## src/rtl/gray_conv_pkg.sv

```systemverilog
// -----------------------------------------------------------------------------
// gray_conv_pkg
// Shared types and constants for the Gray/Binary conversion arbiter and its
// converter core.
//   state_t  : arbiter sequencing states
//   MODE_*   : encoding of the per-request conversion direction
// -----------------------------------------------------------------------------
package gray_conv_pkg;

   typedef enum logic [1:0] {
      IDLE    = 2'd0,
      CONVERT = 2'd1,
      RESPOND = 2'd2
   } state_t;

   localparam logic MODE_G2B = 1'b0;
   localparam logic MODE_B2G = 1'b1;

endpackage

```

## src/rtl/gray_binary_converter_core.sv

```systemverilog
// -----------------------------------------------------------------------------
// gray_binary_converter_core
// Purely combinational Gray<->Binary converter, shared by all requesters.
// Ports:
//   Mode_In   : MODE_G2B (0) = Gray->Binary, MODE_B2G (1) = Binary->Gray
//   Data_In   : word to convert
//   Data_Out  : converted word
// -----------------------------------------------------------------------------
module gray_binary_converter_core
   import gray_conv_pkg::*;
#(
   parameter int DATA_WIDTH = 4
) (
   input  logic                  Mode_In,
   input  logic [DATA_WIDTH-1:0] Data_In,
   output logic [DATA_WIDTH-1:0] Data_Out
);

   // Each binary bit is the XOR of its Gray bit and the binary bit above it,
   // so the ripple runs from the MSB downward.
   function automatic logic [DATA_WIDTH-1:0] gray_to_bin(input logic [DATA_WIDTH-1:0] g);
      logic [DATA_WIDTH-1:0] b;
      b = '0;
      b[DATA_WIDTH-1] = g[DATA_WIDTH-1];
      for (int i = DATA_WIDTH - 2; i >= 0; i--) begin
         b[i] = g[i] ^ b[i+1];
      end
      return b;
   endfunction

   function automatic logic [DATA_WIDTH-1:0] bin_to_gray(input logic [DATA_WIDTH-1:0] b);
      return b ^ (b >> 1);
   endfunction

   always_comb begin
      Data_Out = '0;
      if (Mode_In == MODE_B2G) begin
         Data_Out = bin_to_gray(Data_In);
      end else begin
         Data_Out = gray_to_bin(Data_In);
      end
   end

endmodule

```

## src/rtl/gray_binary_conversion_arbiter.sv

```systemverilog
// -----------------------------------------------------------------------------
// gray_binary_conversion_arbiter
// Round-robin arbiter sharing one Gray/Binary converter core between NUM_REQ
// requesters. One transaction at a time: accept, convert, respond.
//
// state   | meaning
// --------+------------------------------------------------------------------
// IDLE    | waiting for a request; winner gets a one-hot Req_Ready_Out strobe
// CONVERT | latched word runs through the core; result registered to Resp_*
// RESPOND | Resp_Valid_Out held until the consumer takes it
//
// Ports:
//   Clock_In        : system clock, rising edge
//   Reset_In        : synchronous, active-high reset
//   Req_Valid_In    : per-requester request valid
//   Req_Mode_In     : per-requester mode (0 = Gray->Binary, 1 = Binary->Gray)
//   Req_Data_In     : per-requester data, requester i at [i*DATA_WIDTH +: DATA_WIDTH]
//   Req_Ready_Out   : one-hot accept strobe (IDLE only)
//   Resp_Valid_Out  : response valid
//   Resp_Ready_In   : response consumer ready
//   Resp_Data_Out   : conversion result
//   Resp_Mode_Out   : mode of the returned transaction
//   Resp_Id_Out     : index of the served requester
// -----------------------------------------------------------------------------
module gray_binary_conversion_arbiter
   import gray_conv_pkg::*;
#(
   parameter int NUM_REQ    = 4,
   parameter int DATA_WIDTH = 4,
   parameter int ID_WIDTH   = $clog2(NUM_REQ)
) (
   input  logic                          Clock_In,
   input  logic                          Reset_In,
   input  logic [NUM_REQ-1:0]            Req_Valid_In,
   input  logic [NUM_REQ-1:0]            Req_Mode_In,
   input  logic [NUM_REQ*DATA_WIDTH-1:0] Req_Data_In,
   output logic [NUM_REQ-1:0]            Req_Ready_Out,
   output logic                          Resp_Valid_Out,
   input  logic                          Resp_Ready_In,
   output logic [DATA_WIDTH-1:0]         Resp_Data_Out,
   output logic                          Resp_Mode_Out,
   output logic [ID_WIDTH-1:0]           Resp_Id_Out
);

   state_t                state;
   state_t                next_state;

   logic [ID_WIDTH-1:0]   last_grant;
   logic [ID_WIDTH-1:0]   winner;
   logic                  any_valid;
   logic [NUM_REQ-1:0]    req_ready;

   logic [DATA_WIDTH-1:0] lat_data;
   logic                  lat_mode;
   logic [ID_WIDTH-1:0]   lat_id;
   logic [DATA_WIDTH-1:0] conv_out;

   logic                  resp_valid;
   logic [DATA_WIDTH-1:0] resp_data;
   logic                  resp_mode;
   logic [ID_WIDTH-1:0]   resp_id;

   // Search upward from last+1 with wrap. Walking the offsets from farthest
   // to nearest lets the nearest valid requester overwrite the result.
   function automatic logic [ID_WIDTH-1:0] rr_pick(
      input logic [NUM_REQ-1:0]  valid,
      input logic [ID_WIDTH-1:0] last
   );
      logic [ID_WIDTH-1:0] pick;
      int                  idx;
      pick = '0;
      for (int i = NUM_REQ; i >= 1; i--) begin
         idx = (int'(last) + i) % NUM_REQ;
         if (valid[idx]) begin
            pick = ID_WIDTH'(idx);
         end
      end
      return pick;
   endfunction

   assign any_valid = |Req_Valid_In;
   assign winner    = rr_pick(Req_Valid_In, last_grant);

   gray_binary_converter_core #(
      .DATA_WIDTH (DATA_WIDTH)
   ) u_core (
      .Mode_In  (lat_mode),
      .Data_In  (lat_data),
      .Data_Out (conv_out)
   );

   always_ff @(posedge Clock_In) begin
      if (Reset_In) begin
         state <= IDLE;
      end else begin
         state <= next_state;
      end
   end

   always_comb begin
      next_state = state;
      req_ready  = '0;
      case (state)
         IDLE: begin
            if (any_valid) begin
               req_ready[winner] = 1'b1;
               next_state        = CONVERT;
            end
         end
         CONVERT: begin
            next_state = RESPOND;
         end
         RESPOND: begin
            if (resp_valid && Resp_Ready_In) begin
               next_state = IDLE;
            end
         end
         default: begin
            next_state = IDLE;
         end
      endcase
      // No accept strobe while reset is being applied: nothing is latched.
      if (Reset_In) begin
         req_ready = '0;
      end
   end

   always_ff @(posedge Clock_In) begin
      if (Reset_In) begin
         last_grant <= ID_WIDTH'(NUM_REQ - 1);
         lat_data   <= '0;
         lat_mode   <= MODE_G2B;
         lat_id     <= '0;
         resp_valid <= 1'b0;
         resp_data  <= '0;
         resp_mode  <= MODE_G2B;
         resp_id    <= '0;
      end else begin
         case (state)
            IDLE: begin
               if (any_valid) begin
                  lat_data <= Req_Data_In[int'(winner)*DATA_WIDTH +: DATA_WIDTH];
                  lat_mode <= Req_Mode_In[winner];
                  lat_id   <= winner;
               end
            end
            CONVERT: begin
               resp_data  <= conv_out;
               resp_mode  <= lat_mode;
               resp_id    <= lat_id;
               resp_valid <= 1'b1;
            end
            RESPOND: begin
               // Payload is left in place after the handshake.
               if (resp_valid && Resp_Ready_In) begin
                  resp_valid <= 1'b0;
                  last_grant <= resp_id;
               end
            end
            default: begin
               resp_valid <= 1'b0;
            end
         endcase
      end
   end

   assign Req_Ready_Out  = req_ready;
   assign Resp_Valid_Out = resp_valid;
   assign Resp_Data_Out  = resp_data;
   assign Resp_Mode_Out  = resp_mode;
   assign Resp_Id_Out    = resp_id;

endmodule

```

## config.mk

```make
export PLATFORM = sky130hd
export DESIGN_NAME = gray_binary_conversion_arbiter
export DESIGN_NICKNAME = d
export VERILOG_FILES = /design/src/rtl/gray_conv_pkg.sv /design/src/rtl/gray_binary_converter_core.sv /design/src/rtl/gray_binary_conversion_arbiter.sv
export SDC_FILE = /design/constraint.sdc
export NUM_CORES = 1
export LEC_CHECK = 0
export ABC_CLOCK_PERIOD_IN_PS = 3690
export BUFFER_PORTS_ARGS = -buffer_cell sky130_fd_sc_hd__clkbuf_2
export CAP_MARGIN = 20
export CORE_MARGIN = 5
export CORE_UTILIZATION = 35
export DETAILED_ROUTE_END_ITERATION = 10
export GPL_TIMING_DRIVEN = 0
export SKIP_CTS_REPAIR_TIMING = 1
export SYNTH_ARGS = -nofsm -noshare
export SYNTH_HDL_FRONTEND = slang
export SYNTH_SLANG_ARGS = --single-unit
export TNS_END_PERCENT = 20
```

## constraint.sdc

```tcl
create_clock -name Clock_In -period 3.69 [get_ports Clock_In]
set_input_delay 0.738 -clock Clock_In [delete_from_list [all_inputs] [get_ports Clock_In]]
set_output_delay 0.738 -clock Clock_In [all_outputs]
set_load 0.01 [all_outputs]
```

Yosys cells after proc, flatten, opt, wreduce, memory -nomap -nowiden:

Index checks and enable logic that the tools add are counted.
Widths: inputs -> output; s select.

* $add $sub $neg: 4
* $mul: 0
* div/mod/pow operators: 0
* order comparisons: 6
* equal/unequal tests: 4
* shift operators: 1
* mux-type cells: 29
* bitwise operators: 9
* reductions and logical operators: 12

Operators by type and width (count)
* $lt 3x4->1 const B: 4
* $mux 4: 4
* $shiftx 16x5->4: 1
* $mux 2: 6
* $mux 1: 11
* $bmux 1 s2: 5
* $reduce_and 2->1: 4
* $reduce_or 2->1: 4
* $pmux 2 s3: 1
* $add 2x1->2 const B: 2
* $add 2x2->2 const B: 2
* $and 1x1->1 const A: 4
* $ne 2x2->1 const B: 2
* $reduce_or 4->1: 1
* $xor 4x3->4: 1
* $lt 2x3->1 const B: 1
* $pmux 1 s3: 1
* $xor 1x1->1: 3
* $demux 1 s2: 1
* $eq 2x1->1 const B: 1
* $eq 2x2->1 const B: 1
* $ge 2x1->1 const B: 1
* $logic_and 1x1->1: 2
* $logic_not 2->1: 1
* $not 1->1: 1

* bits in registers: 19
* bits in latches: 0
* memory bits (writable): 0
* bits in read-only memories: 0
* output and inout bits: 12
* memories kept: 0

Logic depth before layout (Yosys ltp):

* word-level depth: 17
* gate-level depth with buffers: 5
* depth with buffers taken out: 5

By module:

Synthesis repeated with hierarchy kept, for this count alone.

* cell total of the unflattened synthesis: 121
* area total of the unflattened synthesis: 1128.6 um^2

Modules (own cells, without submodules)
* gray_binary_conversion_arbiter: instances 1, cells each 113, area each 1064.8 um^2, sequential area each 380.4 um^2
* gray_binary_converter_core: instances 1, cells each 8, area each 63.8 um^2, sequential area each 0.0 um^2

Least setup slack after synthesis:

No wires, ideal clock.

* path type: input-to-output
* from: input port Req_Valid_In[1]
* to: output port Req_Ready_Out[0]
* data arrival time: 1636 ps
* slack: 1316 ps
* stages on the path: 4
* cell sequence: or4_1 > nor4b_4 > o21ai_2 > nor2_1

* longest elaborated chain between the ends: 14
* elaborated cells on any way between the ends: 25
* those cells by class: order compare (2); mux (21); reduce/logical (2)

RTL lines
* from (decl): line gray_binary_conversion_arbiter.sv:34 `input logic [NUM_REQ-1:0] Req_Valid_In,`
* $bmux 1 s2: line gray_binary_conversion_arbiter.sv:74 `if (valid[idx]) begin`
* $mux 1 (implied by the code) (2 in a row): line gray_binary_conversion_arbiter.sv:74
* $mux 2 (4 in a row): line gray_binary_conversion_arbiter.sv:74
* $lt 2x3->1 (implied by the code) or $ge 2x1->1 (tied branches): line gray_binary_conversion_arbiter.sv:106 `req_ready[winner] = 1'b1;`
* $logic_and 1x1->1 (implied by the code): line gray_binary_conversion_arbiter.sv:106
* $mux 1 (implied by the code): line gray_binary_conversion_arbiter.sv:106
* $demux 1 s2: line gray_binary_conversion_arbiter.sv:106
* $mux 4 *: line gray_binary_conversion_arbiter.sv:105 `if (any_valid) begin`
* $mux 4 *: line gray_binary_conversion_arbiter.sv:103 `case (state)`
* $mux 4 *: line gray_binary_conversion_arbiter.sv:123 `if (Reset_In) begin`
* to (decl): line gray_binary_conversion_arbiter.sv:37 `output logic [NUM_REQ-1:0] Req_Ready_Out,`

Mark *: on every way between the ends. The rest lies on a longest branch, timed or not. The select of a mux whose other input is x is not followed.

Final worst setup path:

* from: input port Req_Valid_In[1]
* to: output port Req_Ready_Out[3]

The elaborated chain is that of the path after synthesis.

==> run metrics <==
outcome=completed; Post-DP HPWL=between 2000 and 2500 um; part of the Yosys area used for sequential elements=34.4%; met2 usage in global routing=~21%; total detailed-routing wirelength=2640 um; clock edge transition at the registers on the reported setup and hold paths=roughly 0.10 ns; first-pass GRT wire length=4490 um; most repeated library cell on the critical path=sky130_fd_sc_hd__clkbuf_2; maximum number of pins on one net before global-route repair=11; ratio of routed vias to standard cells=between 5 and 6; Critical Path Source Type=input port; Warnings, synthesis=0; data required time at the worst endpoint=~3.0 ns; CTS max path bufs=2; crit path cell chain=clkbuf_2 -> or4_1 -> nor4b_4 -> nand2_1 -> nor2_1 -> clkbuf_2; crit share post-route=between 70% and 80%; Max-Cap Viols=0; number of nets with antenna violations after detailed routing=0; Slowest cell on crit path=sky130_fd_sc_hd__or4_1; met3 Usage GRT=about 2.4%; Setup Total Neg Slack=0 ns; flop and latch count out of synthesis=19; post-synthesis net count=153; combined buffer and inverter count along the critical path=2; final hold vios=0; fraction of registers with async set/reset=0%; leading cell type by number of instances after synthesis=sky130_fd_sc_hd__dfxtp_1; commonest cells in the netlist=sky130_fd_sc_hd__dfxtp_1 (19), sky130_fd_sc_hd__nor2_1 (14), sky130_fd_sc_hd__nand2_1 (13); TritonCTS clock tree=yes; Top Usage Layer GRT=met2; clk_skew=around 0.0037 ns; Synth cell types=37; floorplan row count=20; mean area per synthesized cell=8.79 um2; Slew Limit Fails=0; met1 capacity usage during global routing=~16%; static leakage=between 0.5 and 0.6 nW; arrival time worst endpoint=approximately 2 ns; via count of the first global-routing pass=between 1,000 and 1,500; starting utilization of the core area=a little over a third; peak ir drop on the vdd network=0.000110 V; worst-margin pin slew=between 0.5 and 0.6 ns; Area contributors post-synth=sky130_fd_sc_hd__dfxtp_1 (34%), sky130_fd_sc_hd__mux2i_1 (5.4%), sky130_fd_sc_hd__nor2_1 (4.7%); Nets=195; family with the most delay on the worst path=simple AND/OR/NAND/NOR gates; library cell occupying the most area in the post-synthesis netlist=sky130_fd_sc_hd__dfxtp_1; leading register cell type out of synthesis=sky130_fd_sc_hd__dfxtp_1; count of input and output buffers=37; largest driver fanout on the critical path=6; DRC viols=0; # IOs=39; area share of the leading cell type in the synthesized netlist=between 30% and 40%; maximum clock frequency=368 MHz; initial antenna violation count=0; Die W=about 66 um; aggregate global routing overflow=0; number of flops mapped to enable cells by yosys=0; Floorplan Core Area=about 3100 um2; root buffer cell=sky130_fd_sc_hd__clkbuf_4; maximum level of the CTS H-tree=1; die area=between 4000 and 5000 um2; clock latency reported for the late side of the worst-skew pair=approximately 0.29 ns; DRT iter0 DRCs=25; layout overhead on the synthesized area=24.1%; cell area after synthesis=~1100 um2; delay of the slowest cell on the worst path=0.55 ns; number of CTS-inserted buffers=3; count of endpoints failing setup in the final report=0; average detailed-routed wire length per instance=approximately 13 um; Pwr per Cell Area=355 nW/um2; setup repair after global routing missed its margin=no; relative slew slack=between 60 and 70%; number of sinks on the clock net=19; Vias=1,057; height of the die=66.2 um; router iterations before antenna repair=4; antenna cell count=0; fraction of layout instances using a drive strength above 1=33.5%; startpoint-to-endpoint class of the critical path=in2out; worst-case hold slack=0.463 ns; overall track demand over capacity in global routing=between 10% and 20%; number of instances in the synthesized netlist=roughly 130; worst hold path type=reg2reg; RePlAce Congestion=between 0.8 and 0.9; critical path endpoint category=output pin; minimum clock period after layout=around 2.7 ns
-- cell type report --
cell class / count / area [um2]
Buffer: 3 / 21.3
Clock buffer: 4 / 26.3
Fill cell: 347 / 1680
Inverter: 2 / 7.51
Multi-Input combinational cell: 102 / 698
Sequential cell: 19 / 380
Tap cell: 44 / 55.1
Timing Repair Buffer: 37 / 185
-- path summary, 6_finish.rpt --
kind | from | endpoint | slack (ns) | cells after the start
setup / recovery | Req_Valid_In[1] | Req_Ready_Out[3] | 0.97 | 6
hold / removal | Resp_Data_Out[3] | Resp_Data_Out[3] | 0.46 | 2
setup reg to reg | last_grant[0] | lat_mode | 1.99 | 5
hold reg to reg | Resp_Data_Out[3] | Resp_Data_Out[3] | 0.46 | 2
-- routing by layer --
metal | vias to the layer above | wire length, um
li1 | 545 | -
met1 | 477 | 1200
met2 | 29 | 1250
met3 | 6 | 128
met4 | 0 | 59
met5 | - | 0
-- cells by family after synthesis --
logic type / share of synthesized area [%]
multiplexers: 5.42
AND/OR/NAND/NOR: 29.7
AO/OA/AOI/OAI: 24.7
flip-flops: 34.3
buffers and inverters: 2.60
XOR/XNOR: 3.16
-- power by group --
part           leakage, nW  switching [W]  internal (W)
Sequential           0.156      0.0000202      0.000226
Combinational        0.401      0.0000701     0.0000675
Clock               0.0150      0.0000614     0.0000420
Total                0.571       0.000152      0.000336
-- worst register-to-register path, cell delays in order, from the launching register on --
cell,delay (ns)
sky130_fd_sc_hd__dfxtp_1,0.42
sky130_fd_sc_hd__nor2b_4,0.07
sky130_fd_sc_hd__o21a_4,0.25
sky130_fd_sc_hd__nor3_4,0.42
sky130_fd_sc_hd__mux2i_1,0.29
sky130_fd_sc_hd__o221ai_1,0.13
-- metrics by stage --
| step | power [W] | setup slack (ns) | utilization [%] | instances | area, um2 |
|---|---|---|---|---|---|
| finish | 0.000487 | 0.970 | 45.0 | 211 | 1370 |
| global placement | 0.000386 | 0.987 | 44.1 | 207 | 1350 |
| floorplan | 0.000344 | 1.32 | - | 126 | 1110 |
| detailed placement | 0.000391 | 0.956 | 44.1 | 207 | 1350 |
| global route | 0.000523 | 0.913 | 45.0 | 211 | 1370 |
| CTS | 0.000494 | 0.958 | 45.0 | 211 | 1370 |
-- cells in the final DEF, fill, tap and decap left out, types with 2 or more instances in the layout --
cell / synthesis / routed
sky130_fd_sc_hd__mux2i_1: 6 / 6
sky130_fd_sc_hd__a21o_1: 4 / 4
sky130_fd_sc_hd__or2b_2: 5 / 5
sky130_fd_sc_hd__nor2b_1: 4 / 4
sky130_fd_sc_hd__o21ai_1: 2 / 2
sky130_fd_sc_hd__a21oi_1: 7 / 7
sky130_fd_sc_hd__nand3_1: 3 / 3
sky130_fd_sc_hd__o31ai_1: 5 / 5
sky130_fd_sc_hd__o21ai_0: 2 / 2
sky130_fd_sc_hd__clkbuf_1: 2 / 3
sky130_fd_sc_hd__nand4_1: 5 / 5
sky130_fd_sc_hd__clkbuf_2: 0 / 37
sky130_fd_sc_hd__a211o_1: 2 / 2
sky130_fd_sc_hd__dfxtp_1: 19 / 19
sky130_fd_sc_hd__clkbuf_4: 0 / 3
sky130_fd_sc_hd__nor2_1: 14 / 14
sky130_fd_sc_hd__inv_1: 2 / 2
sky130_fd_sc_hd__o221ai_1: 5 / 5
sky130_fd_sc_hd__a21bo_2: 2 / 2
sky130_fd_sc_hd__nand2_1: 13 / 13
sky130_fd_sc_hd__a211oi_1: 2 / 2
sky130_fd_sc_hd__nand2b_1: 2 / 2
sky130_fd_sc_hd__xnor2_1: 4 / 4
-- registers in the layout, summed over array words and instances, names as in the netlist --
| name | cells |
|---|---|
| lat_data | 4 |
| state | 2 |
| Resp_Mode_Out | 1 |
| lat_id | 2 |
| Resp_Valid_Out | 1 |
| lat_mode | 1 |
| Resp_Id_Out | 2 |
| last_grant | 2 |
| Resp_Data_Out | 4 |
Power figures use the tool's default switching activity.
